$ cat config.mk
export PLATFORM = sky130hd
export DESIGN_NAME = spi_wb_mbox
export DESIGN_NICKNAME = d
export VERILOG_FILES = /design/src/rtl/spi_wb_mbox_pkg.sv /design/src/rtl/mbox_fifo_sync.sv /design/src/rtl/spi_wb_mbox.sv
export SDC_FILE = /design/constraint.sdc
export NUM_CORES = 1
export LEC_CHECK = 0
export BUFFER_PORTS_ARGS = -buffer_cell sky130_fd_sc_hd__buf_4
export CAP_MARGIN = 5
export CORE_UTILIZATION = 45
export CTS_CLUSTER_SIZE = 10
export DETAILED_ROUTE_END_ITERATION = 12
export MAX_ROUTING_LAYER = met4
export PLACE_DENSITY = 0.7
export SYNTH_ARGS = -nofsm -noshare
export SYNTH_HDL_FRONTEND = slang
export SYNTH_SLANG_ARGS = --single-unit
$ cat constraint.sdc
create_clock -name clk -period 7 [get_ports clk]
set_input_delay 1.75 -clock clk [delete_from_list [all_inputs] [get_ports clk]]
set_output_delay 1.75 -clock clk [all_outputs]
set_load 0.1 [all_outputs]
$ cat src/rtl/spi_wb_mbox_pkg.sv
// Register map and bit positions shared by the mailbox top and its bench.
package spi_wb_mbox_pkg;

  localparam logic [3:0] ADDR_STATUS = 4'h0;
  localparam logic [3:0] ADDR_CTRL   = 4'h1;
  localparam logic [3:0] ADDR_H2F    = 4'h2;
  localparam logic [3:0] ADDR_F2H    = 4'h3;

  localparam int ST_H2F_LVL_LSB = 0;
  localparam int ST_F2H_LVL_LSB = 8;
  localparam int ST_H2F_OVF     = 16;
  localparam int ST_F2H_UNF     = 17;
  localparam int ST_H2F_FULL    = 18;
  localparam int ST_F2H_EMPTY   = 19;

  localparam int CTRL_FLUSH_H2F = 0;
  localparam int CTRL_FLUSH_F2H = 1;
  localparam int CTRL_CLR_OVF   = 2;
  localparam int CTRL_CLR_UNF   = 3;

endpackage

$ cat src/rtl/mbox_fifo_sync.sv
// Single-clock word FIFO: push/pop/flush, head word combinational from the read pointer.
// Full/empty come from pre-cycle level, so a push into a full FIFO is rejected even alongside a pop.
module mbox_fifo_sync #(
  parameter int W          = 32,
  parameter int DEPTH_LOG2 = 4
) (
  input  logic                  i_clk,
  input  logic                  i_rst,
  input  logic                  i_push,
  input  logic [W-1:0]          i_wdata,
  input  logic                  i_pop,
  input  logic                  i_flush,
  output logic                  o_full,
  output logic                  o_empty,
  output logic [DEPTH_LOG2:0]   o_level,
  output logic [W-1:0]          o_head
);

  localparam int DEPTH = 1 << DEPTH_LOG2;
  localparam logic [DEPTH_LOG2:0]   LVL_ONE  = (DEPTH_LOG2+1)'(1);
  localparam logic [DEPTH_LOG2:0]   LVL_FULL = (DEPTH_LOG2+1)'(DEPTH);
  localparam logic [DEPTH_LOG2-1:0] PTR_ONE  = DEPTH_LOG2'(1);

  logic [W-1:0]          r_mem [DEPTH];
  logic [DEPTH_LOG2-1:0] r_wr_ptr;
  logic [DEPTH_LOG2-1:0] r_rd_ptr;
  logic [DEPTH_LOG2:0]   r_level;
  logic                  w_do_push;
  logic                  w_do_pop;

  assign o_full    = (r_level == LVL_FULL);
  assign o_empty   = (r_level == '0);
  assign o_level   = r_level;
  assign o_head    = r_mem[r_rd_ptr];
  // Flush overrides both sides; a push lost to a flush is not an overflow.
  assign w_do_push = i_push & ~o_full & ~i_flush;
  assign w_do_pop  = i_pop & ~o_empty & ~i_flush;

  always_ff @(posedge i_clk) begin
    if (w_do_push) r_mem[r_wr_ptr] <= i_wdata;
  end

  always_ff @(posedge i_clk) begin
    if (i_rst || i_flush) begin
      r_wr_ptr <= '0;
      r_rd_ptr <= '0;
      r_level  <= '0;
    end else begin
      if (w_do_push) r_wr_ptr <= r_wr_ptr + PTR_ONE;
      if (w_do_pop)  r_rd_ptr <= r_rd_ptr + PTR_ONE;
      case ({w_do_push, w_do_pop})
        2'b10:   r_level <= r_level + LVL_ONE;
        2'b01:   r_level <= r_level - LVL_ONE;
        default: r_level <= r_level;
      endcase
    end
  end

endmodule

$ cat src/rtl/spi_wb_mbox.sv
// Wishbone mailbox: host<->fabric word FIFOs with STATUS/CTRL CSRs; ack one cycle after cyc.
// Fabric side is valid/ready; host pushes to a full H2F or pops an empty F2H set sticky flags.
module spi_wb_mbox
  import spi_wb_mbox_pkg::*;
#(
  parameter int DEPTH_LOG2 = 4
) (
  input  logic        clk,
  input  logic        rst,
  input  logic [3:0]  wb_addr,
  input  logic [31:0] wb_wdata,
  output logic [31:0] wb_rdata,
  input  logic        wb_we,
  input  logic        wb_cyc,
  output logic        wb_ack,
  output logic [31:0] h2f_data,
  output logic        h2f_valid,
  input  logic        h2f_ready,
  input  logic [31:0] f2h_data,
  input  logic        f2h_valid,
  output logic        f2h_ready
);

  logic        r_ack;
  logic [31:0] r_rdata;
  logic        r_h2f_ovf;
  logic        r_f2h_unf;

  logic        w_access, w_wr, w_rd, w_ctrl_wr;
  logic        w_h2f_push, w_h2f_pop, w_h2f_flush, w_h2f_full, w_h2f_empty;
  logic        w_f2h_pop, w_f2h_flush, w_f2h_full, w_f2h_empty;
  logic [DEPTH_LOG2:0] w_h2f_level, w_f2h_level;
  logic [31:0] w_f2h_head;
  logic [31:0] w_status;
  logic [31:0] w_rd_dat;

  // Side effects fire on the cycle before ack; the ack cycle itself is never an access.
  assign w_access    = wb_cyc & ~r_ack;
  assign w_wr        = w_access & wb_we;
  assign w_rd        = w_access & ~wb_we;
  assign w_ctrl_wr   = w_wr && (wb_addr == ADDR_CTRL);

  assign w_h2f_push  = w_wr && (wb_addr == ADDR_H2F);
  assign w_h2f_pop   = h2f_ready & ~w_h2f_empty;
  assign w_h2f_flush = w_ctrl_wr & wb_wdata[CTRL_FLUSH_H2F];
  assign w_f2h_pop   = w_rd && (wb_addr == ADDR_F2H);
  assign w_f2h_flush = w_ctrl_wr & wb_wdata[CTRL_FLUSH_F2H];

  mbox_fifo_sync #(.W(32), .DEPTH_LOG2(DEPTH_LOG2)) u_h2f (
    .i_clk   (clk),
    .i_rst   (rst),
    .i_push  (w_h2f_push),
    .i_wdata (wb_wdata),
    .i_pop   (w_h2f_pop),
    .i_flush (w_h2f_flush),
    .o_full  (w_h2f_full),
    .o_empty (w_h2f_empty),
    .o_level (w_h2f_level),
    .o_head  (h2f_data)
  );

  mbox_fifo_sync #(.W(32), .DEPTH_LOG2(DEPTH_LOG2)) u_f2h (
    .i_clk   (clk),
    .i_rst   (rst),
    .i_push  (f2h_valid),
    .i_wdata (f2h_data),
    .i_pop   (w_f2h_pop),
    .i_flush (w_f2h_flush),
    .o_full  (w_f2h_full),
    .o_empty (w_f2h_empty),
    .o_level (w_f2h_level),
    .o_head  (w_f2h_head)
  );

  assign h2f_valid = ~w_h2f_empty;
  assign f2h_ready = ~w_f2h_full;
  assign wb_ack    = r_ack;
  assign wb_rdata  = r_rdata;

  always_comb begin
    w_status = '0;
    w_status[ST_H2F_LVL_LSB +: 8] = 8'(w_h2f_level);
    w_status[ST_F2H_LVL_LSB +: 8] = 8'(w_f2h_level);
    w_status[ST_H2F_OVF]   = r_h2f_ovf;
    w_status[ST_F2H_UNF]   = r_f2h_unf;
    w_status[ST_H2F_FULL]  = w_h2f_full;
    w_status[ST_F2H_EMPTY] = w_f2h_empty;
  end

  always_comb begin
    w_rd_dat = '0;
    if (w_rd) begin
      case (wb_addr)
        ADDR_STATUS: w_rd_dat = w_status;
        ADDR_F2H:    w_rd_dat = w_f2h_empty ? 32'h0 : w_f2h_head;
        default:     w_rd_dat = '0;
      endcase
    end
  end

  always_ff @(posedge clk) begin
    if (rst) begin
      r_ack     <= 1'b0;
      r_rdata   <= '0;
      r_h2f_ovf <= 1'b0;
      r_f2h_unf <= 1'b0;
    end else begin
      r_ack   <= w_access;
      r_rdata <= w_rd_dat;
      if (w_h2f_push && w_h2f_full)
        r_h2f_ovf <= 1'b1;
      else if (w_ctrl_wr && wb_wdata[CTRL_CLR_OVF])
        r_h2f_ovf <= 1'b0;
      if (w_f2h_pop && w_f2h_empty)
        r_f2h_unf <= 1'b1;
      else if (w_ctrl_wr && wb_wdata[CTRL_CLR_UNF])
        r_f2h_unf <= 1'b0;
    end
  end

endmodule
**Word level (Yosys, flattened, before mapping)**

Memory sizes are Yosys's and may differ from the RTL's. A register that Yosys moved wholly into a read port is not among the register bits.
Index checks and enable logic that the tools add are counted.

- Register bits after elaboration: 61
- RAM bits: 1024
- Input bits: 74
- Output and inout port bits: 67
- Logic and storage cells: 85
- Memories kept: 2

- Add/subtract/negate cells: 8
- Equality and inequality tests: 9
- Multiplexer cells: 16
- Bitwise logic cells: 23
- Reduce and logical (&&, ||, !) cells: 17

Memory list:

| name | words | bits a word | rd ports | clocked after Yosys merged registers in | write ports | RTL line | source |
|---|---|---|---|---|---|---|---|
| u_f2h.r_mem | 16 | 32 | 1 | 1 | 1 | mbox_fifo_sync.sv:24 | `logic [W-1:0] r_mem [DEPTH];` |
| u_h2f.r_mem | 16 | 32 | 1 | 1 | 1 | mbox_fifo_sync.sv:24 |  |

Operator list:

| operator | number |
|---|---|
| 32-bit case mux with 2 select lines | 1 |
| 32-bit two-way mux | 1 |
| 5-bit case mux with 2 select lines | 2 |
| 4-bit by 1-bit adder with 4-bit output (second input constant) | 4 |
| 4-bit two-way mux | 4 |
| 1-bit bitwise AND | 14 |
| 5-bit by 1-bit adder with 5-bit output (second input constant) | 2 |
| 5-bit == test (second input constant) | 2 |
| 5-bit logical NOT | 2 |
| 5-bit by 1-bit subtractor with 5-bit output (second input constant) | 2 |
| 1-bit inverter | 9 |
| 4-bit by 2-bit == test with 1-bit output (second input constant) | 2 |
| 1-bit two-way mux | 8 |
| 2-bit nonzero test | 4 |
| 1-bit logical AND | 7 |
| 2-bit by 1-bit == test with 1-bit output (second input constant) | 2 |
| 2-bit == test (second input constant) | 2 |
| 4-bit by 1-bit == test with 1-bit output (second input constant) | 1 |
| 4-bit logical NOT | 1 |
| 1-bit logical OR | 2 |
| 2-bit OR reduction | 1 |

**Longest topological paths before layout**

- Word-level depth: 9
- Depth in mapped cells: 13
- Depth with buffers taken out: 11

**Cells and area by module**

From an unflattened synthesis, not the netlist that was laid out.

- Cell total of the unflattened synthesis: 1791
- Area, all modules: 42010.3 sq um

Modules (own cells, without submodules):

| module | instances | cells an instance | area each (sq um) | seq. area each (sq um) |
|---|---|---|---|---|
| mbox_fifo_sync at u_h2f | 1 | 834 | 20428.3 | 15715.1 |
| mbox_fifo_sync at u_f2h | 1 | 843 | 20380.8 | 15715.1 |
| spi_wb_mbox | 1 | 114 | 1201.2 | 700.7 |

**Worst setup path before layout**

Ideal clock, no wire load.

- Path kind: input to register
- From: input wb_addr[0]
- To: memory u_h2f.r_mem[3][0] (enable)
- Arrival: 5124 ps
- Required time: 6539 ps
- Setup slack: 1415 ps
- Stages: 4
- Buffers on the path: 0
- Cells stage by stage: or4b_1 a211oi_4 nand2_1 nor3_1

- Cells in the longest elaborated chain, start to end: 7
- Elaborated cells between the ends (all ways): 10

RTL lines:

| element | RTL line | source |
|---|---|---|
| start: declaration | spi_wb_mbox.sv:10 | `input logic [3:0] wb_addr,` |
| 4-bit by 1-bit == test with 1-bit output | spi_wb_mbox.sv:41 | `assign w_ctrl_wr = w_wr && (wb_addr == ADDR_CTRL);` |
| 1-bit logical AND | spi_wb_mbox.sv:41 |  |
| 1-bit bitwise AND | spi_wb_mbox.sv:45 | `assign w_h2f_flush = w_ctrl_wr & wb_wdata[CTRL_FLUSH_H2F];` |
| 1-bit inverter | mbox_fifo_sync.sv:36 | `assign w_do_push = i_push & ~o_full & ~i_flush;` |
| 1-bit bitwise AND (*) | mbox_fifo_sync.sv:36 |  |
| 1-bit two-way mux (*) | mbox_fifo_sync.sv:40 | `if (w_do_push) r_mem[r_wr_ptr] <= i_wdata;` |
| 1-bit two-way mux (implied by the code) (*) | mbox_fifo_sync.sv:40 |  |
| end: declaration | mbox_fifo_sync.sv:24 |  |

Every way passes the cells marked *; elsewhere a longest branch is shown, timed or not.

==> results.sh <==
export IMPL_reg2reg_setup_slack_ps=3540
export IMPL_seqPwrFrac=0.552
export IMPL_antenna_found_initial=6
export IMPL_holdBufCountCts=0
export IMPL_p_leak_nw=14.7
export IMPL_clk_latency_ps=690
export IMPL_max_slew_margin=0.0685
export IMPL_ys_ff_latch=1093
export IMPL_vdd_drop_max_uv=212
export IMPL_grt_total_usage=0.195
export IMPL_finalPower_mw=13.1
export IMPL_syn_cell_area_mm2=0.0415
export IMPL_dr_first_iter_drc_count=1970
export IMPL_ys_flop_type="edfxtp_1"
export IMPL_ys_seq_area_frac=0.774
export IMPL_cp_start_kind="register"
export IMPL_grt_pass1_wl_um=130000
export IMPL_die_w_um=306
export IMPL_worstMarginPinSlew_ps=1380
export IMPL_cts_buffer_depth=3
export IMPL_async_flop_share=0
export IMPL_pwr_density_cell_mw_per_mm2=274
export IMPL_synth_edf_count=1024
export IMPL_numCtsBuffers=121
export IMPL_hold_viol=0
export IMPL_htreeDepth=3
export IMPL_dp_hpwl_um=46000
export IMPL_row_count=111
export IMPL_yosysUniqueCellTypes=54
export IMPL_yosysWarnings=0
export IMPL_die_h_um=306
export IMPL_layout_commonest_cell="edfxtp_1"
export IMPL_rsz0062_at_grt="no"
export IMPL_layout_common_cells="edfxtp_1, mux4_2, buf_4"
export IMPL_hold_path_class="reg -> reg"
export IMPL_drive_above_1_share=0.313
export IMPL_postCtsSetupBuffers=0
export IMPL_timing_critical_path_arrival_ps=3520
export IMPL_finish_utilization=0.521
export IMPL_core_mm2=0.0915
export IMPL_port_buffers=140
export IMPL_p_sw_frac=0.198
export IMPL_grt_pass1_vias=20100
export IMPL_dr_pass1_iters=7
export IMPL_nNetsFinal=2145
export IMPL_skew_ps=24.0
export IMPL_cts_root_buf="clkbuf_16"
export IMPL_cts_resized=0
export IMPL_power_frac_clock=0.425
export IMPL_syn_area_per_cell_um2=22.5
export IMPL_area_growth_pct=14.8
export IMPL_p_switching_mw=2.59
export IMPL_pwr_share_comb=0.023
export IMPL_num_vias=19100
export IMPL_grt_max_degree=80
export IMPL_overflow=0
export IMPL_fin_crit_sh=0.753
export IMPL_cp_required_ps=5250
export IMPL_drv_slew=0
export IMPL_timing_setup_tns_ps=0
export IMPL_drt_antenna_violating_nets=0
export IMPL_drv_cap=0
export IMPL_routabilityCongestion=0.801
export IMPL_cts_tree="yes"
export IMPL_period_minus_slack_ps=5270
export IMPL_start_util=0.454
export IMPL_via_per_inst=5.76
export IMPL_path_class="reg -> out"
export IMPL_setup_viol=0
export IMPL_status="complete, no violations"
export IMPL_synth_nets=1940
export IMPL_drcViolationCount=0
export IMPL_p_int_mw=10.5
export IMPL_worstSetupEndpointType="primary output"
export IMPL_worstPathMaxFanout=49
export IMPL_die_area_mm2=0.0935
export IMPL_clk_pin_slew_ps=50
export IMPL_routedWlPerCell_um=26.4
export IMPL_ioPinCount=141
export IMPL_clock_sinks=1093
export IMPL_fmax_mhz=190
export IMPL_wirelength_um=87600
export IMPL_synth_cells=1849
[power by group through the flow]
stage / sequential (mW) / combinational, mW / clock (mW)
6_report: 7.21 / 0.305 / 5.56
5_1_grt: 7.21 / 0.328 / 5.90
4_1_cts: 7.21 / 0.307 / 5.65
3_5_place_dp: 7.34 / 0.307 / 0
3_3_place_gp: 7.34 / 0.291 / 0
2_1_floorplan: 7.34 / 0.143 / 0
[routing by layer]
layer / GRT usage / routed length [um] / vias to the layer above
met3: 0.0380 / 5440 / 144
met2: 0.322 / 44700 / 606
met5: - / 0 / -
met1: 0.246 / 35500 / 10200
li1: - / - / 8137
met4: 0.0541 / 1990 / 0
[Yosys cell counts, types with 2 or more instances]
cell	number	share of area
nand2_1	32	0.0029
nor3_1	9	0.0011
clkbuf_1	56	0.0051
buf_4	6	0.0011
or3_1	3	0.00045
a21oi_1	24	0.0029
buf_1	11	0.00099
nand2b_1	6	0.00090
xnor2_1	7	0.0015
nor2b_1	18	0.0027
nor4_1	3	0.00045
inv_1	10	0.00090
ha_1	17	0.0051
o21ai_0	22	0.0027
a211oi_1	34	0.0061
buf_2	27	0.0033
a32oi_1	2	0.00042
edfxtp_1	1024	0.74
nor2_1	69	0.0062
mux4_2	290	0.16
buf_6	2	0.00054
nor3b_1	3	0.00054
a21o_1	2	0.00036
dfxtp_1	69	0.033
mux2_2	14	0.0038
xor2_1	13	0.0027
nand4_1	3	0.00045
nand3_1	7	0.00084
and3_1	4	0.00060
a22oi_1	2	0.00036
mux2i_1	35	0.0084
a31oi_1	3	0.00045
[kinds of logic after synthesis]
group           share of synthesized area
flops                               0.774
buf+inv                            0.0118
xor+xnor                          0.00422
compound gates                     0.0160
mux                                 0.170
fa+ha+maj                         0.00512
simple gates                       0.0194
[worst paths after layout]
path,cells after the start,start,to
min reg2reg,1,wb_ack,wb_ack
max reg2reg,9,wb_ack,u_f2h.o_level[4]
max,4,register,h2f_data[11]
min,1,wb_ack,wb_ack
[area by class of cell]
| cell class | instances | area [um2] |
|---|---|---|
| Clock inverter | 11 | 145 |
| Sequential cell | 1093 | 32200 |
| Timing Repair Buffer | 184 | 1420 |
| Multi-Input combinational cell | 644 | 9120 |
| Inverter | 10 | 37.5 |
| Fill cell | 6950 | 43900 |
| Antenna cell | 7 | 17.5 |
| Tap cell | 1186 | 1480 |
| Clock buffer | 184 | 3270 |
[sequential cells by signal (all words and copies together), names as in the netlist, named ones only]
name	count
u_f2h.r_mem	512
u_h2f.r_mem	512
wb_rdata	32
u_f2h.o_level	5
u_f2h.r_rd_ptr	4
u_h2f.o_level	5
wb_ack	1
u_h2f.r_wr_ptr	4
u_h2f.r_rd_ptr	4
r_h2f_ovf	1
r_f2h_unf	1
u_f2h.r_wr_ptr	4
[critical path, cell delays in order (launching register included)]
cell	delay, ps
dfxtp_4	1020
buf_12	400
mux4_2	560
mux4_2	530
buf_4	260
[stage by stage]
stage          instance area [um2]  std cells  worst slack (ps)  hold WS [ps]
6_report                     47600       3319              1730           486
5_1_grt                      47600       3318              1490           520
4_1_cts                      47600       3312              1590           489
3_5_place_dp                 44200       3117              1790           477
3_3_place_gp                 44200       3117              1770           470
2_1_floorplan                41500       1849              1410           426
(Power assumes the default switching activity.)
